==> src/rtl/stack_seq8.sv <==
// stack_seq8: byte-wide hardware stack sequencer for an 8-bit core.
// Runs PUSH/POP/CALL/RET as handshaked byte accesses on a fixed stack page.
module stack_seq8 #(
  parameter logic [7:0] STACK_PAGE = 8'h01,
  parameter logic [7:0] SP_TOP     = 8'hFF,
  parameter int         DEPTH      = 64
) (
  input  logic        clk,
  input  logic        rst_n,
  input  logic        start,
  input  logic [1:0]  op,
  input  logic [7:0]  push_data,
  input  logic [15:0] call_pc,
  output logic [15:0] mem_addr,
  output logic [7:0]  mem_wdata,
  output logic        mem_wr,
  output logic        mem_rd,
  input  logic [7:0]  mem_rdata,
  input  logic        mem_ready,
  output logic        busy,
  output logic        done,
  output logic        err,
  output logic [7:0]  pop_data,
  output logic [15:0] ret_pc,
  output logic [7:0]  sp
);

  typedef enum logic [2:0] {
    IDLE,
    WR_B,
    WR_L,
    RD_B,
    RD_H
  } state_t;

  localparam logic [8:0] DEPTH_W = DEPTH[8:0];

  state_t      state_q, state_d;
  logic [7:0]  sp_q, sp_d;
  logic        long_q, long_d;
  logic [7:0]  byte_q, byte_d;
  logic [15:0] pc_q, pc_d;
  logic [7:0]  lo_q, lo_d;
  logic [7:0]  pop_q, pop_d;
  logic [15:0] ret_q, ret_d;
  logic        done_q, done_d;
  logic        err_q, err_d;

  logic [7:0]  count;
  logic        full_b;
  logic        full_c;
  logic        empty_b;
  logic        empty_r;

  assign count   = SP_TOP - sp_q;
  assign full_b  = {1'b0, count} >= DEPTH_W;
  assign full_c  = ({1'b0, count} + 9'd2) > DEPTH_W;
  assign empty_b = count == 8'd0;
  assign empty_r = count < 8'd2;

  always_comb begin
    state_d = state_q;
    sp_d    = sp_q;
    long_d  = long_q;
    byte_d  = byte_q;
    pc_d    = pc_q;
    lo_d    = lo_q;
    pop_d   = pop_q;
    ret_d   = ret_q;
    done_d  = 1'b0;
    err_d   = 1'b0;
    unique case (state_q)
      IDLE: begin
        if (start) begin
          unique case (1'b1)
            op == 2'd0: begin
              if (full_b) begin
                done_d = 1'b1;
                err_d  = 1'b1;
              end else begin
                state_d = WR_B;
                long_d  = 1'b0;
                byte_d  = push_data;
              end
            end
            op == 2'd1: begin
              if (empty_b) begin
                done_d = 1'b1;
                err_d  = 1'b1;
              end else begin
                state_d = RD_B;
                long_d  = 1'b0;
              end
            end
            op == 2'd2: begin
              if (full_c) begin
                done_d = 1'b1;
                err_d  = 1'b1;
              end else begin
                state_d = WR_B;
                long_d  = 1'b1;
                pc_d    = call_pc;
              end
            end
            op == 2'd3: begin
              if (empty_r) begin
                done_d = 1'b1;
                err_d  = 1'b1;
              end else begin
                state_d = RD_B;
                long_d  = 1'b1;
              end
            end
            default: ;
          endcase
        end
      end
      WR_B: begin
        if (mem_ready) begin
          sp_d = sp_q - 8'd1;
          if (long_q) begin
            state_d = WR_L;
          end else begin
            state_d = IDLE;
            done_d  = 1'b1;
          end
        end
      end
      WR_L: begin
        if (mem_ready) begin
          sp_d    = sp_q - 8'd1;
          state_d = IDLE;
          done_d  = 1'b1;
        end
      end
      RD_B: begin
        if (mem_ready) begin
          sp_d = sp_q + 8'd1;
          if (long_q) begin
            // low byte parked until the high byte lands
            lo_d    = mem_rdata;
            state_d = RD_H;
          end else begin
            pop_d   = mem_rdata;
            state_d = IDLE;
            done_d  = 1'b1;
          end
        end
      end
      RD_H: begin
        if (mem_ready) begin
          sp_d    = sp_q + 8'd1;
          ret_d   = {mem_rdata, lo_q};
          state_d = IDLE;
          done_d  = 1'b1;
        end
      end
      default: state_d = IDLE;
    endcase
  end

  always_ff @(posedge clk or negedge rst_n) begin
    if (!rst_n) begin
      state_q <= IDLE;
      sp_q    <= SP_TOP;
      long_q  <= 1'b0;
      byte_q  <= 8'h00;
      pc_q    <= 16'h0000;
      lo_q    <= 8'h00;
      pop_q   <= 8'h00;
      ret_q   <= 16'h0000;
      done_q  <= 1'b0;
      err_q   <= 1'b0;
    end else begin
      state_q <= state_d;
      sp_q    <= sp_d;
      long_q  <= long_d;
      byte_q  <= byte_d;
      pc_q    <= pc_d;
      lo_q    <= lo_d;
      pop_q   <= pop_d;
      ret_q   <= ret_d;
      done_q  <= done_d;
      err_q   <= err_d;
    end
  end

  // bus outputs decode from registered state only, so they hold through waits
  always_comb begin
    mem_wr    = 1'b0;
    mem_rd    = 1'b0;
    mem_addr  = 16'h0000;
    mem_wdata = 8'h00;
    unique case (state_q)
      WR_B: begin
        mem_wr    = 1'b1;
        mem_addr  = {STACK_PAGE, sp_q};
        mem_wdata = long_q ? pc_q[15:8] : byte_q;
      end
      WR_L: begin
        mem_wr    = 1'b1;
        mem_addr  = {STACK_PAGE, sp_q};
        mem_wdata = pc_q[7:0];
      end
      RD_B, RD_H: begin
        mem_rd   = 1'b1;
        mem_addr = {STACK_PAGE, sp_q + 8'd1};
      end
      default: ;
    endcase
  end

  assign busy     = state_q != IDLE;
  assign done     = done_q;
  assign err      = err_q;
  assign pop_data = pop_q;
  assign ret_pc   = ret_q;
  assign sp       = sp_q;

endmodule

==> config.mk <==
export PLATFORM = sky130hd
export DESIGN_NAME = stack_seq8
export DESIGN_NICKNAME = d
export VERILOG_FILES = /design/src/rtl/stack_seq8.sv
export SDC_FILE = /design/constraint.sdc
export NUM_CORES = 1
export LEC_CHECK = 0
export ABC_CLOCK_PERIOD_IN_PS = 2400
export CORE_MARGIN = 3
export CORE_UTILIZATION = 35
export DETAILED_ROUTE_END_ITERATION = 10
export DONT_BUFFER_PORTS = 1
export GPL_TIMING_DRIVEN = 0
export HOLD_SLACK_MARGIN = 0.08
export MAX_ROUTING_LAYER = met4
export SLEW_MARGIN = 20
export SYNTH_ARGS = -nofsm -noshare
export SYNTH_HDL_FRONTEND = slang
export SYNTH_SLANG_ARGS = --single-unit
==> constraint.sdc <==
create_clock -name clk -period 2.4 [get_ports clk]
set_input_delay 0.12 -clock clk [delete_from_list [all_inputs] [get_ports clk]]
set_output_delay 0.12 -clock clk [all_outputs]
set_load 0.03 [all_outputs]
### Word level (Yosys, flattened, before mapping)

Index checks and enable logic that the tools add are counted.

* input bits: 38
* bits in writable memories: 0
* ROM bits: 0
* memories kept: 0
* logic and storage cells: 96
* bits in registers: 70
* output and inout port bits: 61
* bits in latches: 0

* equal/unequal tests: 22
* div/mod/pow operators: 0
* multipliers: 0
* shift operators: 0
* reduce and logical (&&, ||, !) cells: 18
* muxes and demuxes: 36
* add/subtract/negate cells: 4
* bitwise logic cells: 3
* $lt $le $gt $ge: 3

Operators by type and width (count)
* 8-bit one-hot mux with 2 select lines: 2
* 3-bit two-way mux: 9
* 8-bit two-way mux: 3
* 3-bit one-hot mux with 4 select lines: 2
* 9-bit one-hot mux with 2 select lines: 1
* 1-bit two-way mux: 15
* 2-bit inequality test, second input constant: 7
* 3-bit inequality test, second input constant: 4
* 8-bit by 2-bit adder with 9-bit output, second input constant: 1
* 9-bit by 7-bit > comparator with 1-bit output, second input constant: 1
* 3-bit AND reduction: 3
* 9-bit AND reduction: 1
* 8-bit by 1-bit adder with 8-bit output, second input constant: 1
* 8-bit by 7-bit greater-or-equal comparator with 1-bit output, second input constant: 1
* 8-bit logical NOT: 1
* 8-bit by 2-bit less-than comparator with 1-bit output, second input constant: 1
* 1-bit one-hot mux with 4 select lines: 2
* 4-bit AND reduction: 2
* 2-bit OR reduction: 4
* 8-bit by 1-bit subtractor with 8-bit output, second input constant: 1
* 8-bit subtractor, first input constant: 1
* 7-bit AND reduction: 1
* 3-bit by 2-bit equality test with 1-bit output, second input constant: 2
* 2-bit by 1-bit inequality test with 1-bit output, second input constant: 3
* other kinds (14): 17

### Longest topological paths before layout

Gate-level depths: netlist of the first run.

* depth in word-level cells: 7
* depth in mapped cells: 6
* gate-level depth less buffers: 5

### Worst setup path before layout of the first run

No wires, ideal clock.

* kind: reg2out
* start point: reg sp_q[2] (netlist: sp[2])
* end point: out mem_addr[5]
* arrival: 2026 ps
* stages on the path, launching flop included: 6
* setup slack: 254 ps
* cell sequence: dfstp_2 > buf_2 > and3_1 > clkbuf_1 > o2111ai_1 > o21ai_0

* longest elaborated chain between the ends: 2

RTL lines
* start: declaration: line 39 `logic [7:0] sp_q, sp_d;`
* start signal: assignment: line 176 `sp_q <= sp_d;`
* 8-bit by 1-bit adder with 8-bit output: line 207 `mem_addr = {STACK_PAGE, sp_q + 8'd1};`
* 9-bit one-hot mux with 2 select lines: line 194 `unique case (state_q)`
* end: declaration: line 14 `output logic [15:0] mem_addr,`

Every way passes these cells.

### Worst setup path after layout of the first run

* start point: reg sp_q[2] (netlist: sp[2])
* end point: reg pc_q[13]

* longest elaborated chain between the ends: 5

RTL lines
* 8-bit subtractor: line 55 `assign count = SP_TOP - sp_q;`
* 8-bit by 2-bit adder with 9-bit output: line 57 `assign full_c = ({1'b0, count} + 9'd2) > DEPTH_W;`
* 9-bit by 7-bit > comparator with 1-bit output: line 57
* 1-bit NOT (no source line)
* 4-bit AND reduction (no source line)
* end signal: assignment: line 179 `pc_q <= pc_d;`
* end: declaration: line 42 `logic [15:0] pc_q, pc_d;`

Every way passes these cells.
A chain may end at the register's enable or synchronous reset.

==> impl_metrics.ini, run 1 <==
[setup_path]
timing.rr.end = pc_q[13]
critPathKind = register to register
crit_family = flip-flops
worst_ep_required_time_ns = 2.62
critPathMaxFanout = 10
crit_path_start_kind = register
crit_buf_inv = 2
reg2regPathDepth = 6
endpoint_kind = register
reg2reg_slack_ns = 0.1
crit_arrival_ns = 2.52
r2r_start = sp[2]
cp_cell_sequence = buf_2 -> nor4_2 -> a211o_1 -> nor2_4 -> buf_4 -> mux2_2
cpMaxStageDelayCell = dfstp_2
critPathMaxStageDelay_ns = 0.63

[synth]
synth-xor-area-share_pct = 2.52
synth_area_leaders = dfrtp_1 45%, mux2_2 16%, dfstp_2 6.0%, o21ai_0 3.4%, mux2_4 3.4%
synth.top_cell.area_share_pct = 44.6
ys.flop_type = dfrtp_1
synthArstFlopShare_pct = 100
synth.most_common_cell = dfrtp_1
synth_area_leader_cell = dfrtp_1
yosysSeqAreaShare_pct = 50.6
synth_warnings = 0
syn_area_um2 = 3480
ys_ff_latch = 70
synth_commonest_cells = 62 x dfrtp_1, 49 x mux2_2, 24 x o21ai_0
synth_edf_count = 0
synth.avg_cell_area_um2 = 11.9
synth-compound-area-share_pct = 8.98
synth_adder_area_share_pct = 0.719
synthSimpleGateAreaFrac_pct = 10.2
synthCells = 292
synth_top_family_by_area = multiplexers
synth_mux_area_share_pct = 22.2
synth.distinct_cells = 48

[min_path]
hp-start = op[1]
worstHoldPathType = primary input to register
hold-path-endpoint = long_q
min_path_cells = 3

[power_and_ir_drop]
ir_drop_uv = 512
clockPowerShare_pct = 17.0
combPwrFrac_pct = 38.8
p_leak_uw = 0.00194
power.density_nw_per_um2 = 1290
intPower_uw = 3020
sw_frac_of_total_pct = 46.7
p_switching_uw = 2650
p_seq_share_pct = 44.2

[finish]
multiInputGateArea_um2 = 1740
area.growth.synth_to_final_pct = 26.1
nFillCells = 881
antenna_cells = 0
final_layout_size_suffix_gt1_share_pct = 36.7
fin_nets = 381
post-route-util_pct = 46.4
design_area_um2 = 4390
final-seq-area_um2 = 1760

[floorplan]
num_io_pins = 99
die_x_um = 106
coreArea_um2 = 9460
start_util_pct = 36.8
rows = 35
fp.dieH_um = 106
dieArea_um2 = 11200

[timing]
finalCriticalPeriod_ns = 2.30
finClkSkew_ns = 0.00928
rsz0062_at_grt = no
setup_viol_count_final = 0
timing.fmax_mhz = 434
timing.slew.headroom_pct = 33.8
setup_ws_ns = 0.0966
tightest_slew_ns = 0.983
hold_viol = 0
layout_worst_path_cycle_share_pct = 96.0
slew_viol_final = 0
fin_setup_tns_ns = 0

[drt]
drt_iter0_markers = 152
vias_per_cell = 5.26
ant_nets = 0
drc = 0
post_drt_wl_per_cell_um = 18.4
vias = 2499
routed_wl_mm = 8.72
first_pass_iters = 4

[clock_network]
worstSkewPairLatency_ns = 0.34
tritoncts = yes
ctsHtreeMaxLevel = 3
post-cts-setup-buffers = 0
cts_sinks = 70
cts_buffer_depth = 2
clk_pin_slew_worst_paths_ns = 0.08
numCtsBuffers = 9
cts_root_buffer = clkbuf_8

[global_route]
antenna_found_initial = 0
grt_pass1_vias = 2719
grt-ovfl-total = 0
grtUsageTotal_pct = 16.4
grt_start_max_net_pins = 71
grt_pass1_wl_mm = 14.0

[place]
postPlaceCellArea_um2 = 3670
numPortBuffers = 0
gp_congestion = 0.846
dp_slack_ns = -0.0317
hpwl_mm = 5.69

[status]
status = finished, final reports clean

[run]
drv_cap = 0
[layout by cell type, fill, tap and decap left out, types with 5 or more instances in the layout]
cell / Yosys / final
nand2_1: 17 / 17
xnor2_1: 5 / 5
conb_1: 1 / 7
nand4_1: 5 / 5
buf_4: 8 / 8
nor2_1: 7 / 5
dfrtp_1: 62 / 62
mux2_2: 49 / 49
mux2i_1: 10 / 9
o21ai_0: 24 / 12
mux2_4: 8 / 8
xor2_1: 5 / 5
nand3_1: 5 / 5
buf_2: 8 / 7
clkbuf_8: 0 / 9
dfstp_2: 8 / 8
dlygate4sd3_1: 0 / 35
a21oi_1: 12 / 12
o21ai_4: 0 / 8
[power groups by stage]
stage,combinational [uW],sequential (uW),clock (uW)
after detailed placement,1890,2520,0
after CTS,2110,2500,998
after global placement,1840,2500,0
after global routing,2390,2570,1050
after floorplan,1610,2410,0
final,2200,2510,961
[registers in the layout, summed over array words and instances (netlist names)]
signal / count
ret_pc: 16
lo_q: 8
err: 1
done: 1
long_q: 1
sp: 8
pc_q: 16
byte_q: 8
state_q: 3
pop_data: 8
[routing by layer]
metal	vias up	share of wire [%]	global-route usage (%)
met1	1266	40	19.2
li1	1134	-	-
met5	-	0	-
met4	0	1.2	5.18
met2	92	50	26.4
met3	7	8.0	5.94
[worst register-to-register path, cell delays in order (launching register included)]
cell and delay [ns]:
dfstp_2 0.63, buf_2 0.26, nor4_2 0.12, a211o_1 0.32, nor2_4 0.24, buf_4 0.26
mux2_2 0.36
[stage by stage]
step	total power (uW)	hold slack, ns	cells
global route	6010	0.122	475
CTS	5610	0.0934	479
detailed placement	4410	-0.171	427
global placement	4350	-0.172	427
floorplan	4020	-0.176	298
finish	5670	0.114	475
[worst max path at each step]
| stage | start | end | slack, ns | cells after the start |
|---|---|---|---|---|
| 3_5_place_dp | sp[2] | mem_addr[5] | -0.03 | 5 |
| 5_1_grt | sp[2] | pc_q[7] | 0.0002 | 6 |
| 6_report | sp[2] | pc_q[13] | 0.1 | 6 |
| 2_1_floorplan | sp[2] | mem_addr[5] | 0.25 | 5 |
| 3_3_place_gp | sp[2] | mem_addr[5] | -0.03 | 5 |
| 4_1_cts | state_q[0] | mem_wdata[4] | -0.05 | 4 |
[cells by family after synthesis]
family	count (synthesis)
AO/OA/AOI/OAI	51
XOR/XNOR	10
flip-flops	70
other	1
multiplexers	67
adder cells (fa/ha/maj)	2
AND/OR/NAND/NOR	60
buffers and inverters	31
[final cells by class]
| cell class | instances | share of cell area, % |
|---|---|---|
| sequential | 70 | 40.1 |
| multi-input combinational | 197 | 39.5 |
| timing repair buffer | 36 | 8.61 |
| tap | 129 | 3.68 |
| buffer | 22 | 3.11 |
| clock buffer | 10 | 2.91 |
| clock inverter | 6 | 1.62 |
| inverter | 5 | 0.427 |
[repair_timing]
action	in CTS	in global routing
hold buffers	36	0
pin swaps	0	1
gates resized for setup	33	18
setup endpoints to repair	22	14
hold endpoints to repair	122	0
No activity file was read; power rests on OpenSTA's default activity.
==> run 2: changes to the inputs <==
REMOVE_ABC_BUFFERS = 1   (was default)
==> impl_metrics.ini, run 2 (synthesis gave the netlist of run 1 again) <==
[floorplan]
die_x_um = 106
dieArea_um2 = 11200
start_util_pct = 36.8
coreArea_um2 = 9460
fp.dieH_um = 106
rows = 35
num_io_pins = 99

[finish]
final_layout_size_suffix_gt1_share_pct = 31.0
area.growth.synth_to_final_pct = 20.1
antenna_cells = 0
mostFrequentLayoutCells = 59 x dfrtp_1, 49 x mux2_2, 37 x dlygate4sd3_1
fin_nets = 361
final_common_cell = dfrtp_1
design_area_um2 = 4180
post-route-util_pct = 44.2
nFillCells = 912

[global_route]
antenna_found_initial = 0
grt-ovfl-total = 0
grtUsageTotal_pct = 15.2
grt_pass1_vias = 2447
grt_pass1_wl_mm = 13.0
grt_start_max_net_pins = 71

[clock_network]
cts_root_buffer = clkbuf_8
tritoncts = yes
clk_pin_slew_worst_paths_ns = 0.08
numCtsBuffers = 9
cts_sinks = 70
ctsHtreeMaxLevel = 3
worstSkewPairLatency_ns = 0.34
cts_buffer_depth = 2

[min_path]
worstHoldPathType = primary input to register

[setup_path]
critPathMaxFanout = 14
critPathKind = register to register
endpoint_kind = register
cpMaxStageDelayCell = or4b_1
worst_ep_required_time_ns = 2.62
crit_family = simple AND/OR/NAND/NOR gates
crit_buf_inv = 0
crit_path_start_kind = register
critPathMaxStageDelay_ns = 0.79
crit_arrival_ns = 2.50
cp_cell_sequence = nor4b_4 -> or4b_1 -> mux2_4

[timing]
slew_viol_final = 0
finalCriticalPeriod_ns = 2.28
timing.fmax_mhz = 439
layout_worst_path_cycle_share_pct = 94.9
tightest_slew_ns = 1.01
setup_viol_count_final = 0
hold_viol = 0
rsz0062_at_grt = no
timing.slew.headroom_pct = 32.2
finClkSkew_ns = 0.0117

[run]
drv_cap = 0

[drt]
first_pass_iters = 5
post_drt_wl_per_cell_um = 17.7
vias_per_cell = 5.30
vias = 2413
drt_iter0_markers = 71
ant_nets = 0
routed_wl_mm = 8.07
drc = 0

[place]
postPlaceCellArea_um2 = 3520
gp_congestion = 0.830
hpwl_mm = 5.17
numPortBuffers = 0

[power_and_ir_drop]
power.density_nw_per_um2 = 1300
p_leak_uw = 0.00181
ir_drop_uv = 601
power_uw = 5450

[status]
status = finished, final reports clean
## run 2: changes by cell type in the layout (fill, tap and decap cells not counted), moves of 2 or more
cell	previous run	this run
o21ai_1	0	10
buf_4	8	0
o21ai_4	8	0
buf_2	7	0
clkbuf_2	3	0
dfrtp_1	62	59
dfrtp_2	0	3
dlygate4sd3_1	35	37
o21ai_2	4	2
or3b_2	0	2
or3b_4	2	0
## run 2: path summary, 6_finish.rpt
| check | from | to | slack, ns | cells past startpoint |
|---|---|---|---|---|
| min in group asynchronous | rst_n | pc_q[7] | 0.33 | 2 |
| worst min-delay path | op[0] | long_q | 0.10 | 3 |
| worst min register to register | lo_q[7] | ret_pc[7] | 0.50 | 1 |
| worst max-delay path | state_q[0] | byte_q[4] | 0.12 | 3 |
| worst max register to register | state_q[0] | byte_q[4] | 0.12 | 3 |
| max in group asynchronous | rst_n | sp[1] | 1.77 | 2 |
## run 2: layout make-up
| class | count | area, um^2 | share of cell area (%) |
|---|---|---|---|
| Inverter | 5 | 18.8 | 0.449 |
| Clock inverter | 5 | 58.8 | 1.41 |
| Multi-Input combinational cell | 197 | 1640 | 39.1 |
| Timing Repair Buffer | 38 | 398 | 9.52 |
| Clock buffer | 11 | 141 | 3.38 |
| Tap cell | 129 | 161 | 3.86 |
| Sequential cell | 70 | 1770 | 42.2 |
## run 2: where the power goes
part / internal, uW / switching (uW)
clock: 509 / 448
combinational: 755 / 1070
sequential: 1690 / 988
## run 2: timing repair
action	4_1_cts	5_1_grt
setup endpoints to repair	32	14
hold endpoints to repair	125	0
gates resized for setup	19	10
hold buffers	38	0
pin swaps	0	0
buffers inserted	0	0
## run 2: tightest hold or removal path, cell delays in order
cell and delay (ns):
o41ai_1 0.05, a21oi_1 0.13, a31o_2 0.11
## run 2: metal layers
metal | global-route usage, % | up-vias | wire length [um]
li1 | - | 1102 | -
met1 | 19.0 | 1216 | 3500
met2 | 24.0 | 81 | 3960
met3 | 3.80 | 14 | 443
met4 | 5.74 | 0 | 157
met5 | - | - | 0
## run 2: through the flow
step | cells | setup TNS, ns | hold slack [ns] | worst slack, ns
2_1_floorplan | 272 | 0 | -0.176 | 0.329
3_3_place_gp | 401 | -0.288 | -0.174 | -0.0203
3_5_place_dp | 401 | -0.163 | -0.173 | -0.0228
4_1_cts | 455 | 0 | 0.0832 | 0.00600
5_1_grt | 455 | 0 | 0.117 | 0.0285
6_report | 455 | 0 | 0.102 | 0.123
